[src/rtl/ddi_phase_sequencer_pkg.sv]
// Shared encodings for the DDI phase sequencer: controller state values driven on the state port.
package ddi_phase_sequencer_pkg;

  typedef enum logic [1:0] {
    SEQ_ALL_RED = 2'd0,
    SEQ_GREEN   = 2'd1,
    SEQ_YELLOW  = 2'd2,
    SEQ_MAINT   = 2'd3
  } seq_state_e;

endpackage

[src/rtl/ddi_phase_sequencer_if.sv]
// Control/status bundle between the phase sequencer and its host (timing config, requests, lamps).
interface ddi_phase_sequencer_if
  import ddi_phase_sequencer_pkg::*;
#(
  parameter int NUM_PHASES = 4,
  parameter int CNT_W      = 16,
  parameter int PH_W       = $clog2(NUM_PHASES)
);
  logic                        tick;
  logic                        maintenance;
  logic [NUM_PHASES-1:0]       phase_req;
  logic [NUM_PHASES*CNT_W-1:0] green_time;
  logic [CNT_W-1:0]            yellow_time;
  logic [CNT_W-1:0]            allred_time;
  logic [1:0]                  state;
  logic [PH_W-1:0]             active_phase;
  logic [NUM_PHASES-1:0]       lamp_red;
  logic [NUM_PHASES-1:0]       lamp_yellow;
  logic [NUM_PHASES-1:0]       lamp_green;
  logic                        phase_start;

  modport master (
    output tick, maintenance, phase_req, green_time, yellow_time, allred_time,
    input  state, active_phase, lamp_red, lamp_yellow, lamp_green, phase_start
  );

  modport slave (
    input  tick, maintenance, phase_req, green_time, yellow_time, allred_time,
    output state, active_phase, lamp_red, lamp_yellow, lamp_green, phase_start
  );
endinterface

[src/rtl/ddi_phase_sequencer_rr_arbiter.sv]
// Combinational round-robin pick: first pending phase after 'last', wrapping by explicit compare.
module ddi_rr_arbiter
  import ddi_phase_sequencer_pkg::*;
#(
  parameter int NUM_PHASES = 4,
  parameter int PH_W       = $clog2(NUM_PHASES)
) (
  input  logic [NUM_PHASES-1:0] pending,
  input  logic [PH_W-1:0]       last,
  output logic [PH_W-1:0]       sel,
  output logic                  valid
);
  localparam logic [PH_W-1:0] LAST_IDX = PH_W'(NUM_PHASES - 1);

  logic [PH_W-1:0] idx;
  logic            found;

  always_comb begin
    sel   = '0;
    found = 1'b0;
    idx   = last;
    for (int k = 0; k < NUM_PHASES; k++) begin
      idx = (idx == LAST_IDX) ? '0 : idx + PH_W'(1);
      if (!found && pending[idx]) begin
        sel   = idx;
        found = 1'b1;
      end
    end
  end

  assign valid = |pending;

endmodule

[src/rtl/ddi_phase_sequencer.sv]
// Signal-phase sequencer: tick-timed GREEN/YELLOW/ALL_RED cycling with round-robin request service.
//   state       | meaning
//   SEQ_ALL_RED | clearance, every phase red; picks the next phase on expiry
//   SEQ_GREEN   | active_phase green, others red
//   SEQ_YELLOW  | active_phase yellow, others red
//   SEQ_MAINT   | all reds flash together while maintenance is held
module ddi_phase_sequencer
  import ddi_phase_sequencer_pkg::*;
#(
  parameter int NUM_PHASES  = 4,
  parameter int PH_W        = $clog2(NUM_PHASES),
  parameter int CNT_W       = 16,
  parameter int RESET_CLEAR = 4,
  parameter int FLASH_TICKS = 8
) (
  input logic                 clk,
  input logic                 rst,
  ddi_phase_sequencer_if.slave bus
);
  localparam logic [PH_W-1:0]  LAST_PHASE = PH_W'(NUM_PHASES - 1);
  localparam logic [CNT_W-1:0] CLEAR_LOAD = CNT_W'(RESET_CLEAR - 1);
  localparam logic [CNT_W-1:0] FLASH_LOAD = CNT_W'(FLASH_TICKS - 1);

  seq_state_e            state_q;
  logic [CNT_W-1:0]      timer_q;
  logic [CNT_W-1:0]      flash_cnt_q;
  logic [PH_W-1:0]       active_q;
  logic [NUM_PHASES-1:0] pending_q;
  logic                  flash_q;
  logic                  maint_meta_q;
  logic                  maint_s_q;
  logic [NUM_PHASES-1:0] red_q;
  logic [NUM_PHASES-1:0] yellow_q;
  logic [NUM_PHASES-1:0] green_q;
  logic                  start_q;

  logic [PH_W-1:0]       arb_sel;
  logic                  arb_valid;
  logic [PH_W-1:0]       next_phase;
  logic [PH_W-1:0]       green_sel;
  logic [CNT_W-1:0]      green_arr [NUM_PHASES];

  function automatic logic [CNT_W-1:0] load_of(input logic [CNT_W-1:0] d);
    return (d == '0) ? '0 : d - CNT_W'(1);
  endfunction

  function automatic logic [NUM_PHASES-1:0] onehot(input logic [PH_W-1:0] p);
    logic [NUM_PHASES-1:0] v;
    v    = '0;
    v[p] = 1'b1;
    return v;
  endfunction

  for (genvar i = 0; i < NUM_PHASES; i++) begin : g_green
    assign green_arr[i] = bus.green_time[i*CNT_W +: CNT_W];
  end

  ddi_rr_arbiter #(
    .NUM_PHASES(NUM_PHASES),
    .PH_W      (PH_W)
  ) u_arb (
    .pending(pending_q),
    .last   (active_q),
    .sel    (arb_sel),
    .valid  (arb_valid)
  );

  assign next_phase = (active_q == LAST_PHASE) ? '0 : active_q + PH_W'(1);
  assign green_sel  = arb_valid ? arb_sel : next_phase;

  always_ff @(posedge clk or posedge rst) begin
    if (rst) begin
      state_q      <= SEQ_ALL_RED;
      timer_q      <= CLEAR_LOAD;
      flash_cnt_q  <= '0;
      active_q     <= LAST_PHASE;
      pending_q    <= '0;
      flash_q      <= 1'b0;
      maint_meta_q <= 1'b0;
      maint_s_q    <= 1'b0;
      red_q        <= '1;
      yellow_q     <= '0;
      green_q      <= '0;
      start_q      <= 1'b0;
    end else begin
      maint_meta_q <= bus.maintenance;
      maint_s_q    <= maint_meta_q;
      pending_q    <= pending_q | bus.phase_req;
      start_q      <= 1'b0;
      if (maint_s_q) begin
        yellow_q <= '0;
        green_q  <= '0;
        if (state_q != SEQ_MAINT) begin
          state_q     <= SEQ_MAINT;
          flash_q     <= 1'b1;
          flash_cnt_q <= FLASH_LOAD;
          red_q       <= '1;
        end else if (bus.tick) begin
          if (flash_cnt_q == '0) begin
            flash_q     <= ~flash_q;
            flash_cnt_q <= FLASH_LOAD;
            red_q       <= {NUM_PHASES{~flash_q}};
          end else begin
            flash_cnt_q <= flash_cnt_q - CNT_W'(1);
          end
        end
      end else if (state_q == SEQ_MAINT) begin
        // Restart from phase 0 after maintenance; pending requests deliberately survive.
        state_q  <= SEQ_ALL_RED;
        timer_q  <= load_of(bus.allred_time);
        active_q <= LAST_PHASE;
        flash_q  <= 1'b0;
        red_q    <= '1;
        yellow_q <= '0;
        green_q  <= '0;
      end else if (bus.tick) begin
        if (timer_q != '0) begin
          timer_q <= timer_q - CNT_W'(1);
        end else begin
          case (state_q)
            SEQ_GREEN: begin
              state_q  <= SEQ_YELLOW;
              timer_q  <= load_of(bus.yellow_time);
              red_q    <= ~onehot(active_q);
              yellow_q <= onehot(active_q);
              green_q  <= '0;
            end
            SEQ_YELLOW: begin
              state_q  <= SEQ_ALL_RED;
              timer_q  <= load_of(bus.allred_time);
              red_q    <= '1;
              yellow_q <= '0;
              green_q  <= '0;
            end
            SEQ_ALL_RED: begin
              state_q              <= SEQ_GREEN;
              active_q             <= green_sel;
              timer_q              <= load_of(green_arr[green_sel]);
              red_q                <= ~onehot(green_sel);
              yellow_q             <= '0;
              green_q              <= onehot(green_sel);
              start_q              <= 1'b1;
              // A request arriving on the entry clk keeps its bit set for the next round.
              pending_q[green_sel] <= bus.phase_req[green_sel];
            end
            default: begin
              state_q  <= SEQ_MAINT;
              red_q    <= '1;
              yellow_q <= '0;
              green_q  <= '0;
            end
          endcase
        end
      end
    end
  end

  assign bus.state        = state_q;
  assign bus.active_phase = active_q;
  assign bus.lamp_red     = red_q;
  assign bus.lamp_yellow  = yellow_q;
  assign bus.lamp_green   = green_q;
  assign bus.phase_start  = start_q;

endmodule

[src/flat_wrapper.sv]
// flat-port wrapper written by rule: the top's interface ports become plain ports
module ddi_phase_sequencer_flat import ddi_phase_sequencer_pkg::*;
#(
  parameter int NUM_PHASES  = 4,
  parameter int PH_W        = $clog2(NUM_PHASES),
  parameter int CNT_W       = 16,
  parameter int RESET_CLEAR = 4,
  parameter int FLASH_TICKS = 8
)
  (clk, rst, bus_tick, bus_maintenance, bus_phase_req, bus_green_time, bus_yellow_time, bus_allred_time, bus_state, bus_active_phase, bus_lamp_red, bus_lamp_yellow, bus_lamp_green, bus_phase_start);
  ddi_phase_sequencer_if #(.NUM_PHASES(NUM_PHASES), .CNT_W(CNT_W), .PH_W(PH_W)) bus_i ();
  input logic clk;
  input logic rst;
  input wire logic [$bits(bus_i.tick)-1:0] bus_tick;
  input wire logic [$bits(bus_i.maintenance)-1:0] bus_maintenance;
  input wire logic [$bits(bus_i.phase_req)-1:0] bus_phase_req;
  input wire logic [$bits(bus_i.green_time)-1:0] bus_green_time;
  input wire logic [$bits(bus_i.yellow_time)-1:0] bus_yellow_time;
  input wire logic [$bits(bus_i.allred_time)-1:0] bus_allred_time;
  output wire logic [$bits(bus_i.state)-1:0] bus_state;
  output wire logic [$bits(bus_i.active_phase)-1:0] bus_active_phase;
  output wire logic [$bits(bus_i.lamp_red)-1:0] bus_lamp_red;
  output wire logic [$bits(bus_i.lamp_yellow)-1:0] bus_lamp_yellow;
  output wire logic [$bits(bus_i.lamp_green)-1:0] bus_lamp_green;
  output wire logic [$bits(bus_i.phase_start)-1:0] bus_phase_start;
  assign bus_i.tick = bus_tick;
  assign bus_i.maintenance = bus_maintenance;
  assign bus_i.phase_req = bus_phase_req;
  assign bus_i.green_time = bus_green_time;
  assign bus_i.yellow_time = bus_yellow_time;
  assign bus_i.allred_time = bus_allred_time;
  assign bus_state = bus_i.state;
  assign bus_active_phase = bus_i.active_phase;
  assign bus_lamp_red = bus_i.lamp_red;
  assign bus_lamp_yellow = bus_i.lamp_yellow;
  assign bus_lamp_green = bus_i.lamp_green;
  assign bus_phase_start = bus_i.phase_start;
  ddi_phase_sequencer #(.NUM_PHASES(NUM_PHASES), .PH_W(PH_W), .CNT_W(CNT_W), .RESET_CLEAR(RESET_CLEAR), .FLASH_TICKS(FLASH_TICKS)) u_core (.clk(clk), .rst(rst), .bus(bus_i));
endmodule
[config.mk]
export PLATFORM = sky130hd
export DESIGN_NAME = ddi_phase_sequencer_flat
export DESIGN_NICKNAME = d
export VERILOG_FILES = /design/src/rtl/ddi_phase_sequencer_pkg.sv /design/src/rtl/ddi_phase_sequencer_if.sv /design/src/rtl/ddi_phase_sequencer_rr_arbiter.sv /design/src/rtl/ddi_phase_sequencer.sv /design/src/flat_wrapper.sv
export SDC_FILE = /design/constraint.sdc
export NUM_CORES = 1
export LEC_CHECK = 0
export ABC_AREA = 1
export CORE_ASPECT_RATIO = 0.6
export CORE_UTILIZATION = 40
export CTS_BUF_LIST = sky130_fd_sc_hd__clkbuf_2
export DETAILED_ROUTE_END_ITERATION = 16
export PLACE_DENSITY = 0.65
export SLEW_MARGIN = 20
export SYNTH_ARGS = -nofsm -noshare
export SYNTH_HDL_FRONTEND = slang
export SYNTH_HIERARCHICAL = 1
export SYNTH_SLANG_ARGS = --single-unit
[constraint.sdc]
create_clock -name clk -period 4.9 [get_ports clk]
set_clock_uncertainty 0.1 [all_clocks]
set_input_delay 0.735 -clock clk [delete_from_list [all_inputs] [get_ports clk]]
set_output_delay 0.735 -clock clk [all_outputs]
set_load 0.005 [all_outputs]
==> flow_metrics.env <==
export IMPL_fin_crit_sh=0.8563
export IMPL_clk_pin_slew_ps=310
export IMPL_ys_seq_area_frac=0.2493
export IMPL_cts_root_buf="clkbuf_2"
export IMPL_port_buffers=120
export IMPL_crit_arrival_ps=4500
export IMPL_ant_nets=0
export IMPL_numCtsBuffers=5
export IMPL_max_slew_margin=0.4441
export IMPL_critPathLaunch="u_core/bus.active_phase[0]$_DFFE_PP1P_"
export IMPL_r2r_setup_slack_ps=700
export IMPL_synth_cell_type_count=45
export IMPL_grt_ovfl_total=0
export IMPL_vias_per_cell=5.129
export IMPL_drc_errors=0
export IMPL_fin_tns_setup_ps=0
export IMPL_mostFrequentLayoutCell="nand2_1"
export IMPL_hold_start="u_core/maint_meta_q$_DFF_PP0_"
export IMPL_cts_tree="done"
export IMPL_start_util=0.4118
export IMPL_clock_latency_ps=480
export IMPL_grt_start_max_net_pins=33
export IMPL_async_flop_share=1.000
export IMPL_maxCapViolCount=0
export IMPL_cp_common_cell="nand2_1"
export IMPL_power_leakage_nw=3.295
export IMPL_ir_drop_mv=0.3940
export IMPL_placed_cell_area_sq_mm=0.007061
export IMPL_synth_cells=924
export IMPL_final_nets=1163
export IMPL_cts_resized=0
export IMPL_min_period_ps=4196
export IMPL_setup_viol=0
export IMPL_dr_pass1_iters=5
export IMPL_cts_sinks=56
export IMPL_ys_warn_count=6
export IMPL_antenna_found_initial=0
export IMPL_rr_worst_depth=26
export IMPL_p_per_area_mw_per_mm2=651.9
export IMPL_clockBufferDepth=2
export IMPL_dpl_hpwl_mm=14.35
export IMPL_hold_end="u_core/maint_s_q$_DFF_PP0_"
export IMPL_chipWidth_microns=155.6
export IMPL_diodes=0
export IMPL_status="finished clean"
export IMPL_hold_viol=0
export IMPL_required_ps=5210
export IMPL_gp_congestion=0.9397
export IMPL_drive_gt1_frac=0.08150
export IMPL_ios=121
export IMPL_htree_levels=2
export IMPL_syn_to_final_growth_pct=26.36
export IMPL_ys_ff_latch=56
export IMPL_startpoint_type="flip-flop"
export IMPL_wire_per_inst_microns=14.15
export IMPL_max_freq_mhz=238.3
export IMPL_cpPeakStageDelay_ps=730
export IMPL_hold_depth=0
export IMPL_worst_slew_pin_transition_ps=830.8
export IMPL_cts_setup_buffers=0
export IMPL_synth_edf_count=0
export IMPL_grt_setup_unrepaired="false"
export IMPL_postLayoutCellArea_sq_mm=0.007154
export IMPL_grt_pass1_vias=5869
export IMPL_grt_usage=0.2499
export IMPL_final_cell_mix="nand2_1, clkdlybuf4s50_1, nor2_1, inv_1, nand3_1"
export IMPL_postRouteWirelength_mm=17.48
export IMPL_first_iter_violations=637
export IMPL_worst_setup_path_end_kind="flip-flop"
export IMPL_crit_slowest_cell="dfstp_2"
export IMPL_grt_pass1_wl_mm=29.30
export IMPL_via_count=6334
export IMPL_avgSynthCellArea_sq_um=6.127
export IMPL_num_rows=33
export IMPL_die_area_sq_mm=0.01465
export IMPL_syn_area_sq_mm=0.005662
export IMPL_worstPathMaxFanout=16
export IMPL_syn_nets=1045
export IMPL_hold_buffers=0
export IMPL_coreArea_sq_mm=0.01375
export IMPL_rr_endpoint="u_core/timer_q[7]$_DFFE_PP0P_"
export IMPL_rr_startpoint="u_core/bus.active_phase[0]$_DFFE_PP1P_"
export IMPL_fp_dieH_microns=94.16
export IMPL_ys_flop_type="dfrtp_1"
export IMPL_finalMaxSlewViolations=0
export IMPL_worstHoldPathType="flip-flop to flip-flop"
export IMPL_worst_setup_path_type="flip-flop to flip-flop"
## cell type report
type,instances,area (sq um)
Fill cell,1432,6595
Timing Repair Buffer,125,1239
Inverter,120,450.4
Multi-Input combinational cell,734,3720
Tap cell,192,240.2
Clock buffer,5,25.02
Sequential cell,56,1411
Clock inverter,3,68.82
## synthesized netlist by cell type, types with 4 or more instances
library cell / instances / share of area
a211oi_1: 4 / 0.0053
a21oi_1: 35 / 0.031
a221oi_1: 4 / 0.0062
a22oi_1: 7 / 0.0093
buf_2: 4 / 0.0035
clkbuf_1: 6 / 0.0040
clkinv_1: 4 / 0.0027
dfrtp_1: 48 / 0.21
dfstp_2: 8 / 0.037
ha_1: 17 / 0.038
inv_1: 110 / 0.073
inv_2: 6 / 0.0040
nand2_1: 267 / 0.18
nand2_2: 15 / 0.017
nand3_1: 88 / 0.078
nand3_2: 7 / 0.012
nand4_1: 16 / 0.018
nor2_1: 115 / 0.076
nor2_2: 10 / 0.011
nor2_4: 10 / 0.020
nor3_1: 18 / 0.016
nor4_1: 6 / 0.0066
o21ai_0: 48 / 0.042
o21ai_1: 14 / 0.012
or2_2: 5 / 0.0055
xnor2_1: 11 / 0.017
xor2_1: 9 / 0.014
## registers in the layout, indices dropped and copies added, names as in the netlist, 2 cells and up
| signal | flops |
|---|---|
| u_core/bus.lamp_yellow | 4 |
| u_core/bus.state | 2 |
| u_core/bus.active_phase | 2 |
| u_core/flash_cnt_q | 16 |
| u_core/timer_q | 16 |
| u_core/pending_q | 4 |
| u_core/bus.lamp_red | 4 |
| u_core/bus.lamp_green | 4 |
## worst max path at each step
stage | end | cells after the start
2_1_floorplan | u_core/timer_q[14]$_DFFE_PP0P_ | 26
3_3_place_gp | u_core/timer_q[2]$_DFFE_PP0P_ | 27
3_5_place_dp | u_core/timer_q[2]$_DFFE_PP0P_ | 28
4_1_cts | u_core/timer_q[14]$_DFFE_PP0P_ | 28
5_1_grt | u_core/timer_q[2]$_DFFE_PP0P_ | 28
6_report | u_core/timer_q[7]$_DFFE_PP0P_ | 26
## kinds of logic (layout without fill, tap and decap cells)
family,after synthesis,in the layout,share of synthesized area
AO/OA/AOI/OAI,130,130,0.1346
XOR/XNOR,20,20,0.03094
AND/OR/NAND/NOR,567,567,0.4539
flip-flops,56,56,0.2493
adder cells (fa/ha/maj),17,17,0.03757
buffers and inverters,134,253,0.09370
## critical path, delay by kind of cell (launching register included)
kind / cells / cell delay (ps)
adder cells (fa/ha/maj): 2 / 560
flip-flops: 1 / 730
buffers and inverters: 2 / 230
AND/OR/NAND/NOR: 22 / 2490
## through the flow
| step | util | cells | power (mW) | worst slack [ps] | hold slack (ps) |
|---|---|---|---|---|---|
| 2_1_floorplan | - | 924 | 3.478 | 1394 | 231.2 |
| 3_3_place_gp | 0.5135 | 1227 | 4.361 | 857.6 | 260.2 |
| 3_5_place_dp | 0.5135 | 1227 | 4.339 | 766.0 | 234.7 |
| 4_1_cts | 0.5203 | 1235 | 4.649 | 752.0 | 316.0 |
| 5_1_grt | 0.5203 | 1235 | 5.147 | 301.8 | 326.7 |
| 6_report | 0.5203 | 1235 | 4.664 | 704.2 | 316.1 |
## layer usage
metal	up-vias	track usage	part of all wire
met4	0	0.03595	0.0070
met1	2848	0.4016	0.54
li1	3244	-	-
met5	-	0	0
met2	231	0.3445	0.36
met3	11	0.03782	0.084
## report_power, final
| group | internal, mW | switching, mW |
|---|---|---|
| registers | 0.609 | 0.124 |
| clock network | 0.139 | 0.155 |
| logic | 1.19 | 2.45 |
(Power assumes the default switching activity.)
